<file path="config.mk">
export PLATFORM = sky130hd
export DESIGN_NAME = read_page_sequencer
export DESIGN_NICKNAME = d
export VERILOG_FILES = /design/src/rtl/read_page_sequencer.sv
export SDC_FILE = /design/constraint.sdc
export NUM_CORES = 1
export LEC_CHECK = 0
export CAP_MARGIN = 20
export CORE_UTILIZATION = 40
export DETAILED_ROUTE_END_ITERATION = 6
export HOLD_SLACK_MARGIN = 0.1
export PLACE_DENSITY = 0.65
export SLEW_MARGIN = 30
export SYNTH_ARGS = -nofsm -noshare
export SYNTH_HDL_FRONTEND = slang
export SYNTH_SLANG_ARGS = --single-unit
</file>
<file path="constraint.sdc">
create_clock -name clk -period 3 [get_ports clk]
set_input_delay 0.6 -clock clk [delete_from_list [all_inputs] [get_ports clk]]
set_output_delay 0.6 -clock clk [all_outputs]
set_load 0.01 [all_outputs]
</file>
<file path="src/rtl/read_page_sequencer.sv">
// read_page_sequencer: NAND page-read sequencer with bad-block check and ECC tally.
// Optional ready/busy timeout is built when READ_TIMEOUT_EN is defined.
module read_page_sequencer #(
    parameter int RB_TIMEOUT = 50000,
    parameter int TWB_CYCLES = 4
) (
    input  logic        clk,
    input  logic        rst,
    input  logic        start,
    input  logic [23:0] page_row,
    input  logic        flash_rb,
    input  logic [1:0]  addr_row_error,
    input  logic        ecc_success,
    input  logic [1:0]  ecc_state,
    output logic [4:0]  state,
    output logic [23:0] addr_row,
    output logic        en_read,
    output logic        tRead,
    output logic [13:0] read_data_cnt,
    output logic        busy,
    output logic        done,
    output logic [1:0]  page_status,
    output logic [6:0]  corr_cnt
);

    typedef enum logic [4:0] {
        S_IDLE      = 5'd0,
        S_BADCHK    = 5'd1,
        S_CMD_START = 5'd2,
        S_ADDR      = 5'd3,
        S_CMD_FIN   = 5'd4,
        S_WAIT_RB   = 5'd5,
        S_DATA      = 5'd10,
        S_ECC       = 5'd18,
        S_DONE      = 5'd19,
        S_ERR       = 5'd20
    } state_t;

    localparam logic [13:0] LAST_BYTE = 14'd8383;
    localparam logic [7:0]  TWB_LIM   = 8'(TWB_CYCLES);

    state_t      r_state;
    state_t      w_state_nxt;
    logic [2:0]  r_addr_cyc;
    logic [7:0]  r_twb_cnt;
    logic [1:0]  r_rb_sync;
    logic        r_tread;
    logic [13:0] r_cnt;
    logic [23:0] r_addr_row;
    logic [1:0]  r_status;
    logic [6:0]  r_corr;
    logic        w_twb_done;
    logic        w_rb_ready;
    logic        w_last;
    logic        w_timeout;

    assign w_twb_done = (r_twb_cnt == TWB_LIM);
    assign w_rb_ready = r_rb_sync[1];
    assign w_last     = r_tread && (r_cnt == LAST_BYTE);

`ifdef READ_TIMEOUT_EN
    localparam logic [16:0] TO_LIM = 17'(RB_TIMEOUT - 1);
    logic [16:0] r_to_cnt;

    assign w_timeout = w_twb_done && !w_rb_ready && (r_to_cnt == TO_LIM);

    // Counts ready/busy wait cycles once tWB has elapsed
    always_ff @(posedge clk or posedge rst) begin
        if (rst) begin
            r_to_cnt <= '0;
        end else if (r_state != S_WAIT_RB) begin
            r_to_cnt <= '0;
        end else if (w_twb_done && !w_rb_ready) begin
            r_to_cnt <= r_to_cnt + 17'd1;
        end
    end
`else
    // Without the timeout the ready/busy wait never gives up
    assign w_timeout = (RB_TIMEOUT < 0);
`endif

    // State register
    always_ff @(posedge clk or posedge rst) begin
        if (rst) begin
            r_state <= S_IDLE;
        end else begin
            r_state <= w_state_nxt;
        end
    end

    // Next-state decode
    always_comb begin
        w_state_nxt = r_state;
        unique case (r_state)
            S_IDLE:      if (start) w_state_nxt = S_BADCHK;
            S_BADCHK: begin
                if (addr_row_error == 2'd1) begin
                    w_state_nxt = S_CMD_START;
                end else if (addr_row_error[1]) begin
                    w_state_nxt = S_ERR;
                end
            end
            S_CMD_START: w_state_nxt = S_ADDR;
            S_ADDR:      if (r_addr_cyc == 3'd4) w_state_nxt = S_CMD_FIN;
            S_CMD_FIN:   w_state_nxt = S_WAIT_RB;
            S_WAIT_RB: begin
                if (w_twb_done && w_rb_ready) begin
                    w_state_nxt = S_DATA;
                end else if (w_timeout) begin
                    w_state_nxt = S_ERR;
                end
            end
            S_DATA:      if (w_last) w_state_nxt = S_ECC;
            S_ECC:       if (ecc_success) w_state_nxt = S_DONE;
            S_DONE:      w_state_nxt = S_IDLE;
            S_ERR:       w_state_nxt = S_IDLE;
            default:     w_state_nxt = S_IDLE;
        endcase
    end

    // Datapath: address latch, phase counters, byte counter, ECC tally
    always_ff @(posedge clk or posedge rst) begin
        if (rst) begin
            r_rb_sync  <= '0;
            r_addr_cyc <= '0;
            r_twb_cnt  <= '0;
            r_tread    <= 1'b0;
            r_cnt      <= '0;
            r_addr_row <= '0;
            r_status   <= '0;
            r_corr     <= '0;
        end else begin
            r_rb_sync <= {r_rb_sync[0], flash_rb};
            case (r_state)
                S_IDLE: begin
                    if (start) begin
                        r_addr_row <= page_row;
                        r_corr     <= '0;
                        r_status   <= '0;
                    end
                end
                S_BADCHK: begin
                    if (addr_row_error[1]) r_status <= 2'd3;
                end
                S_ADDR: begin
                    r_addr_cyc <= (r_addr_cyc == 3'd4) ? 3'd0 : r_addr_cyc + 3'd1;
                end
                S_CMD_FIN: begin
                    r_twb_cnt <= '0;
                end
                S_WAIT_RB: begin
                    if (!w_twb_done) r_twb_cnt <= r_twb_cnt + 8'd1;
                    if (w_timeout) r_status <= 2'd3;
                    if (w_twb_done && w_rb_ready) begin
                        r_cnt   <= '0;
                        r_tread <= 1'b0;
                    end
                end
                S_DATA: begin
                    r_tread <= !r_tread;
                    if (r_tread && !w_last) r_cnt <= r_cnt + 14'd1;
                end
                S_ECC: begin
                    if (ecc_state == 2'd2) begin
                        if (r_corr != 7'd127) r_corr <= r_corr + 7'd1;
                        if (r_status == 2'd0) r_status <= 2'd1;
                    end else if (ecc_state == 2'd3) begin
                        r_status <= 2'd2;
                    end
                end
                default: ;
            endcase
        end
    end

    assign state         = r_state;
    assign addr_row      = r_addr_row;
    assign tRead         = r_tread;
    assign read_data_cnt = r_cnt;
    assign page_status   = r_status;
    assign corr_cnt      = r_corr;
    assign busy          = (r_state != S_IDLE);
    assign done          = (r_state == S_DONE) || (r_state == S_ERR);
    assign en_read       = busy && !done;

endmodule

</file>
==> Word-level counts from Yosys, hierarchy flattened <==
Cells that the tools add are included.
{ "totals": {"wordCells": 90, "input_bits": 33, "register_bits": 66} }
{ "op_classes": {"n_eq_ne": 29, "mux": 26, "reduce_logical": 22, "addsub": 4} }
{ "op_table": {"columns": ["operator", "count"], "rows": [
  ["5-bit case mux with 8 select lines", 1],
  ["5-bit two-way mux", 7],
  ["14-bit two-way mux", 2],
  ["14-bit case mux with 2 select lines", 1],
  ["7-bit two-way mux", 3],
  ["2-bit != test, second input constant", 10],
  ["8-bit case mux with 2 select lines", 1],
  ["5-bit equality test, second input constant", 3],
  ["14-bit by 1-bit adder with 14-bit output, second input constant", 1],
  ["14-bit equality test, second input constant", 1],
  ["7-bit case mux with 2 select lines", 1],
  ["5-bit by 2-bit equality test with 1-bit output, second input constant", 2],
  ["5-bit by 3-bit equality test with 1-bit output, second input constant", 2],
  ["2-bit two-way mux", 5],
  ["3-bit != test, second input constant", 3],
  ["8-bit by 1-bit adder with 8-bit output, second input constant", 1],
  ["8-bit by 3-bit equality test with 1-bit output, second input constant", 1],
  ["8-bit two-way mux", 1],
  ["7-bit by 1-bit adder with 7-bit output, second input constant", 1],
  ["7-bit != test, second input constant", 1],
  ["2-bit case mux with 3 select lines", 1],
  ["2-bit AND reduction", 3],
  ["6-bit AND reduction", 1],
  ["2-bit nonzero test", 3],
  ["19 further kinds", 25]
]} }

==> Logic depth before layout (Yosys ltp) <==
Gate-level depths: netlist of the first run.
{ "logic_depth": {"depth_word": 6, "ltp_mapped": 7, "ltp_nobuf": 7} }

==> Least setup slack after synthesis of the first run <==
Ideal clock, no wire load.
{ "synth_timing": {"kind": "register to output", "from": "register r_state[1], in the netlist state[1]", "to": "output en_read", "slack_ps": 996, "path_stages_with_launch": 6, "arrival_ps": 1404, "path_buffers": 1, "cell_sequence": "dfrtp_1 -> buf_2 -> nor2b_1 -> a21oi_1 -> nor3b_1 -> nor2_1"} }
{ "synth_via": {"elab_chain_cells": 4, "elab_cells_between_ends": 6, "cone_classes": "eq/ne: 2; reduce/logical: 4"} }
{ "synth_rtl": {"columns": ["element", "line_no", "rtl"], "rows": [
  ["start, declared", "42", "state_t r_state;"],
  ["start signal, assigned", "87", "r_state <= w_state_nxt;"],
  ["5-bit equality test", "183", "assign done = (r_state == S_DONE) || (r_state == S_ERR);"],
  ["1-bit logical OR (*)", "183", null],
  ["net done", "21", "output logic done,"],
  ["1-bit zero test (*)", "184", "assign en_read = busy && !done;"],
  ["1-bit logical AND (*)", "184", null],
  ["end, declared", "17", "output logic en_read,"]
]} }
The timed path passes the listed nets; every way through them passes the cells marked *.

==> Worst setup path in the final report of the first run <==
{ "layout_timing": {"from": "register r_state[1], in the netlist state[1]", "to": "output done"} }
{ "layout_via": {"elab_chain_cells": 2, "elab_cells_between_ends": 3, "cone_classes": "eq/ne: 2; reduce/logical: 1"} }
{ "layout_rtl": {"columns": ["element", "line_no"], "rows": [
  ["5-bit equality test", "183"],
  ["1-bit logical OR (*)", "183"],
  ["end, declared", "21"]
]} }
Every way passes the cells marked *; elsewhere a longest branch is shown, timed or not.

==> results.json, run 1 <==
{
  "clock_skew_ns": 0.0106,
  "synth_edf_count": 0,
  "yosysWarnings": 0,
  "post-place-ws_ns": 0.668,
  "crit_type": "flip-flop to primary output",
  "rows": 32,
  "drv_cap": 0,
  "rsz0062_at_grt": "false",
  "core_area_sq_um": 7770,
  "grt_usage_pct": 19.0,
  "route.antenna.remaining_nets": 0,
  "ys_ff_latch": 66,
  "place_congestion": 0.837,
  "fin_crit_sh_pct": 91.8,
  "endpoint_kind": "primary output",
  "grt_pass1_vias": 2561,
  "cp_max_fo": 11,
  "slew_headroom_pct": 50.9,
  "worstPathArrival_ns": 2.15,
  "syn_avg_cell_area_sq_um": 10.7,
  "peakVddDrop_mv": 0.456,
  "clk_latency_ns": 0.35,
  "p_per_area_nw_per_um2": 801,
  "io_buffer_count": 88,
  "required_ns": 2.40,
  "antenna_cells": 0,
  "nets": 433,
  "dpl_cell_area_sq_um": 4240,
  "die-area_sq_um": 8470,
  "hold_viol": 0,
  "final_util_pct": 57.4,
  "grt_remaining_overflow": 0,
  "wire_per_inst_um": 14.5,
  "async_reset_ff_share_pct": 100,
  "yosysSeqAreaShare_pct": 51.0,
  "antenna_found_initial": 0,
  "cts_setup_buffers": 0,
  "setup_slack_ns": 0.246,
  "timing_max_transition_violations_final": 0,
  "fin_area_sq_um": 4460,
  "die_h_um": 92.0,
  "final.setup.tns_ns": 0,
  "hpwl_um": 5210,
  "netlist_top_cells_area": "dfrtp_1 (51%), mux2_2 (9.0%), nor2_1 (3.8%), xnor2_1 (3.2%), nand2_1 (2.7%)",
  "cts.clk_slew.worst_paths_ns": 0.08,
  "vias": 2546,
  "wl_um": 7260,
  "drc_errors": 0,
  "cts_hold_buf": 0,
  "synth_flop_cell": "dfrtp_1",
  "io_pins": 89,
  "setup_viol_count_final": 0,
  "worstMarginPinSlew_ns": 0.734,
  "die_w_um": 92.0,
  "numCtsBuffers": 9,
  "max_freq_mhz": 363,
  "tritoncts": "done",
  "p_leak_nw": 1.85,
  "synth_cells": 302,
  "cts_sinks": 66,
  "drive_gt1_share_pct": 14.3,
  "period_minus_slack_ns": 2.75,
  "power_mw": 3.57,
  "start_util_pct": 41.7,
  "grt_max_degree": 67,
  "ctsResizeCount": 0,
  "start_kind": "flip-flop",
  "syn-cell-area_sq_um": 3240,
  "synthDistinctLibCells": 54,
  "synth_largest_area_cell": "dfrtp_1",
  "htreeDepth": 3,
  "drt_iter0_drc": 160,
  "status": "completed",
  "syn_to_final_growth_pct": 37.6,
  "synth_top_area_share_pct": 51.0,
  "clockBufferDepth": 2,
  "grt_pass1_wl_um": 12500,
  "vias_per_cell": 5.08,
  "synth_nets": 341,
  "first_pass_iters": 4,
  "nFillCells": 693,
  "cts_root_buf": "clkbuf_8",
  "hold_path.class": "flip-flop to flip-flop"
}
## worst max-delay path: stages (launching register included)
cell and delay [ns]:
dfrtp_1 0.51, nor2b_1 0.34, a21oi_1 0.12, nor3b_1 0.25, clkdlybuf4s50_1 0.59
## cells in the final DEF, fill, tap and decap left out, types with 5 or more instances in the layout
| cell | n |
|---|---|
| clkdlybuf4s50_1 | 88 |
| dfrtp_1 | 66 |
| nor2_1 | 33 |
| mux2_2 | 26 |
| nand2_1 | 23 |
| o21ai_0 | 16 |
| nand3_1 | 13 |
| xnor2_1 | 12 |
| nor4_1 | 11 |
| clkbuf_8 | 9 |
| inv_1 | 8 |
| a21oi_1 | 7 |
| and3_1 | 6 |
| ha_1 | 6 |
| nor2b_1 | 5 |
| nor3_1 | 5 |
| xor2_1 | 5 |
## sequential cells by signal, indices dropped and copies added, names as in the netlist, 2 cells and up
register and flops:
addr_row 24, read_data_cnt 14, r_twb_cnt 8, corr_cnt 7, state 5, r_addr_cyc 3, page_status 2, r_rb_sync 2
## path summary, 6_finish.rpt
check                        startpoint           end  slack, ns  cells after the start
max                            state[1]          done       0.25                      4
max in group asynchronous           rst  r_twb_cnt[3]       2.09                      3
min in group asynchronous           rst  addr_row[20]       0.63                      3
min reg2reg                r_rb_sync[0]  r_rb_sync[1]       0.35                      0
max reg2reg                    state[1]      state[0]       0.71                      5
min                        r_rb_sync[0]  r_rb_sync[1]       0.35                      0
## cells by family (layout without fill, tap and decap cells)
| group | after synthesis | after routing | synth area share [%] |
|---|---|---|---|
| fa+ha+maj | 6 | 6 | 2.32 |
| compound gates | 38 | 38 | 8.07 |
| buf+inv | 21 | 118 | 3.01 |
| simple gates | 125 | 125 | 21.0 |
| flops | 66 | 66 | 51.0 |
| xor+xnor | 17 | 17 | 4.59 |
| mux | 29 | 29 | 10.0 |
## cell type report
cell class	count	area, sq um	area share [%]
Sequential cell	66	1650	37.0
Clock buffer	9	124	2.78
Tap cell	102	128	2.86
Inverter	9	33.8	0.757
Multi-Input combinational cell	215	1490	33.4
Clock inverter	7	101	2.27
Timing Repair Buffer	93	931	20.9
## synthesized netlist by cell type, drive strengths merged (6+ instances only)
library cell and instances:
dfrtp 66, nor2 34, mux2 28, nand2 23
o21ai 17, nand3 13, nor4 12, xnor2 12
inv 9, buf 8, a21oi 7, and3 6
ha 6, nor3 6
## stage by stage
stage | cells | hold WS, ns
6_report | 501 | 0.351
3_3_place_gp | 485 | 0.334
4_1_cts | 501 | 0.353
3_5_place_dp | 485 | 0.336
5_1_grt | 501 | 0.359
2_1_floorplan | 302 | 0.331
## report_power, final
| part | switching, mW | total (mW) | internal (mW) |
|---|---|---|---|
| clock network | 0.376 | 0.850 | 0.474 |
| logic | 0.599 | 1.41 | 0.807 |
| registers | 0.184 | 1.32 | 1.13 |
## per-layer routing
| metal | vias up | global-route usage, % | routed length [um] |
|---|---|---|---|
| met5 | - | 0 | 0 |
| met4 | 0 | 6.12 | 118 |
| met2 | 65 | 29.4 | 3470 |
| met1 | 1214 | 25.2 | 3290 |
| li1 | 1255 | - | - |
| met3 | 12 | 6.30 | 372 |
No activity file was read; power rests on OpenSTA's default activity.
==> run 2, diff against run 1 <==
--- a/config.mk
+++ b/config.mk
@@ -6,6 +6,7 @@
 export NUM_CORES = 1
 export LEC_CHECK = 0
 export CAP_MARGIN = 20
+export CORE_MARGIN = 1.5
 export CORE_UTILIZATION = 40
 export DETAILED_ROUTE_END_ITERATION = 6
 export HOLD_SLACK_MARGIN = 0.1
==> results.json, run 2 (same netlist as run 1, synthesis figures left out) <==
{
  "tritoncts": "done",
  "io_buffer_count": 88,
  "grt_pass1_wl_um": 12300,
  "setup_viol_count_final": 0,
  "hold_slack_ns": 0.356,
  "fin_crit_sh_pct": 93.1,
  "cts_root_buf": "clkbuf_8",
  "htreeDepth": 3,
  "crit_path_top_delay_cell": "clkdlybuf4s50_1",
  "dpl_cell_area_sq_um": 4240,
  "hold-path-cell-count": 0,
  "die_h_um": 93.0,
  "peakVddDrop_mv": 0.486,
  "cts_sinks": 66,
  "wire_per_inst_um": 14.9,
  "endpoint_kind": "primary output",
  "grt_usage_pct": 18.4,
  "timing_max_transition_violations_final": 0,
  "worstMarginPinSlew_ns": 0.750,
  "fin_area_sq_um": 4460,
  "syn_to_final_growth_pct": 37.6,
  "min_from": "r_rb_sync[0]",
  "io_pins": 89,
  "drv_cap": 0,
  "worstRegToRegCells": 5,
  "numCtsBuffers": 9,
  "drt_iter0_drc": 109,
  "start_kind": "flip-flop",
  "cp_max_fo": 11,
  "cts.clk_slew.worst_paths_ns": 0.07,
  "multi_input_area_sq_um": 1490,
  "p_per_area_nw_per_um2": 801,
  "finalNonFillerCells": 501,
  "vias_per_cell": 5.17,
  "drive_gt1_share_pct": 14.3,
  "crit_type": "flip-flop to primary output",
  "regToRegStartpoint": "state[1]",
  "place_congestion": 0.873,
  "antenna_found_initial": 0,
  "hold_path.class": "flip-flop to flip-flop",
  "antenna_cells": 0,
  "clockBufferDepth": 2,
  "ff2ff_setup_slack_ns": 0.71,
  "core_area_sq_um": 7770,
  "slew_headroom_pct": 49.8,
  "grt_remaining_overflow": 0,
  "period_minus_slack_ns": 2.79,
  "holdPathEnd": "r_rb_sync[1]",
  "nets": 433,
  "max_stage_delay_ns": 0.60,
  "clock_skew_ns": 0.00674,
  "max_freq_mhz": 358,
  "cts_hold_buf": 0,
  "layout_commonest_cell": "clkdlybuf4s50_1",
  "status": "completed",
  "grt_pass1_vias": 2566,
  "worstPathArrival_ns": 2.19,
  "first_pass_iters": 4,
  "required_ns": 2.40,
  "vias": 2591,
  "grt_max_degree": 67,
  "hold_viol": 0,
  "final.setup.tns_ns": 0,
  "regArea_sq_um": 1650,
  "rsz0062_at_grt": "false",
  "drc_errors": 0,
  "rows": 32,
  "wl_um": 7470,
  "hpwl_um": 5330,
  "final_cell_mix": "clkdlybuf4s50_1 (88), dfrtp_1 (66), nor2_1 (33), mux2_2 (26), nand2_1 (23)",
  "path_cells": "nor2b_1 > a21oi_1 > nor3b_1 > clkdlybuf4s50_1",
  "nFillCells": 714,
  "start_util_pct": 41.7,
  "rr_endpoint": "state[1]",
  "clk_latency_ns": 0.35,
  "cts_setup_buffers": 0,
  "die_w_um": 93.0,
  "power_mw": 3.57,
  "largest_reg_flops": 24,
  "placed_cells": 485,
  "route.antenna.remaining_nets": 0,
  "ctsResizeCount": 0,
  "die-area_sq_um": 8650,
  "p_leak_nw": 1.85
}
## run 2: worst max-delay path by stage
stage                  start  depth (start not counted)  slack, ns     endpoint
floorplan                rst                          1       0.75  addr_row[0]
global placement    state[1]                          4       0.70         done
detailed placement  state[1]                          4       0.60         done
CTS                 state[1]                          4       0.20         done
global route        state[1]                          4       0.09         done
finish              state[1]                          4       0.21         done
## run 2: area by class of cell
type,count,share of cell area [%]
inverter,9,0.757
timing repair buffer,93,20.9
clock buffer,9,2.78
tap,102,2.86
multi-input combinational,215,33.4
clock inverter,7,2.27
sequential,66,37.0
## run 2: through the flow
| step | worst slack (ns) | util (%) |
|---|---|---|
| detailed placement | 0.601 | 54.5 |
| global route | 0.0883 | 57.4 |
| CTS | 0.202 | 57.4 |
| floorplan | 0.745 | - |
| finish | 0.208 | 57.4 |
| global placement | 0.703 | 54.5 |
## run 2: routing by layer
metal  share of wire, %  global-route usage [%]  vias to the layer above
li1                   -                       -                     1258
met5                  0                       0                        -
met3                3.8                    3.33                       10
met1                 46                    23.1                     1263
met2                 49                    30.0                       60
met4                1.7                    9.72                        0
## run 2: where the power goes
part | internal [mW] | switching [mW]
logic | 0.806 | 0.611
clock network | 0.475 | 0.374
registers | 1.13 | 0.178
## run 2: worst max-delay path, delay by kind of cell (launching register included)
| family | cells | cell delay (ns) |
|---|---|---|
| buf+inv | 1 | 0.60 |
| flops | 1 | 0.51 |
| simple gates | 2 | 0.62 |
| compound gates | 1 | 0.11 |
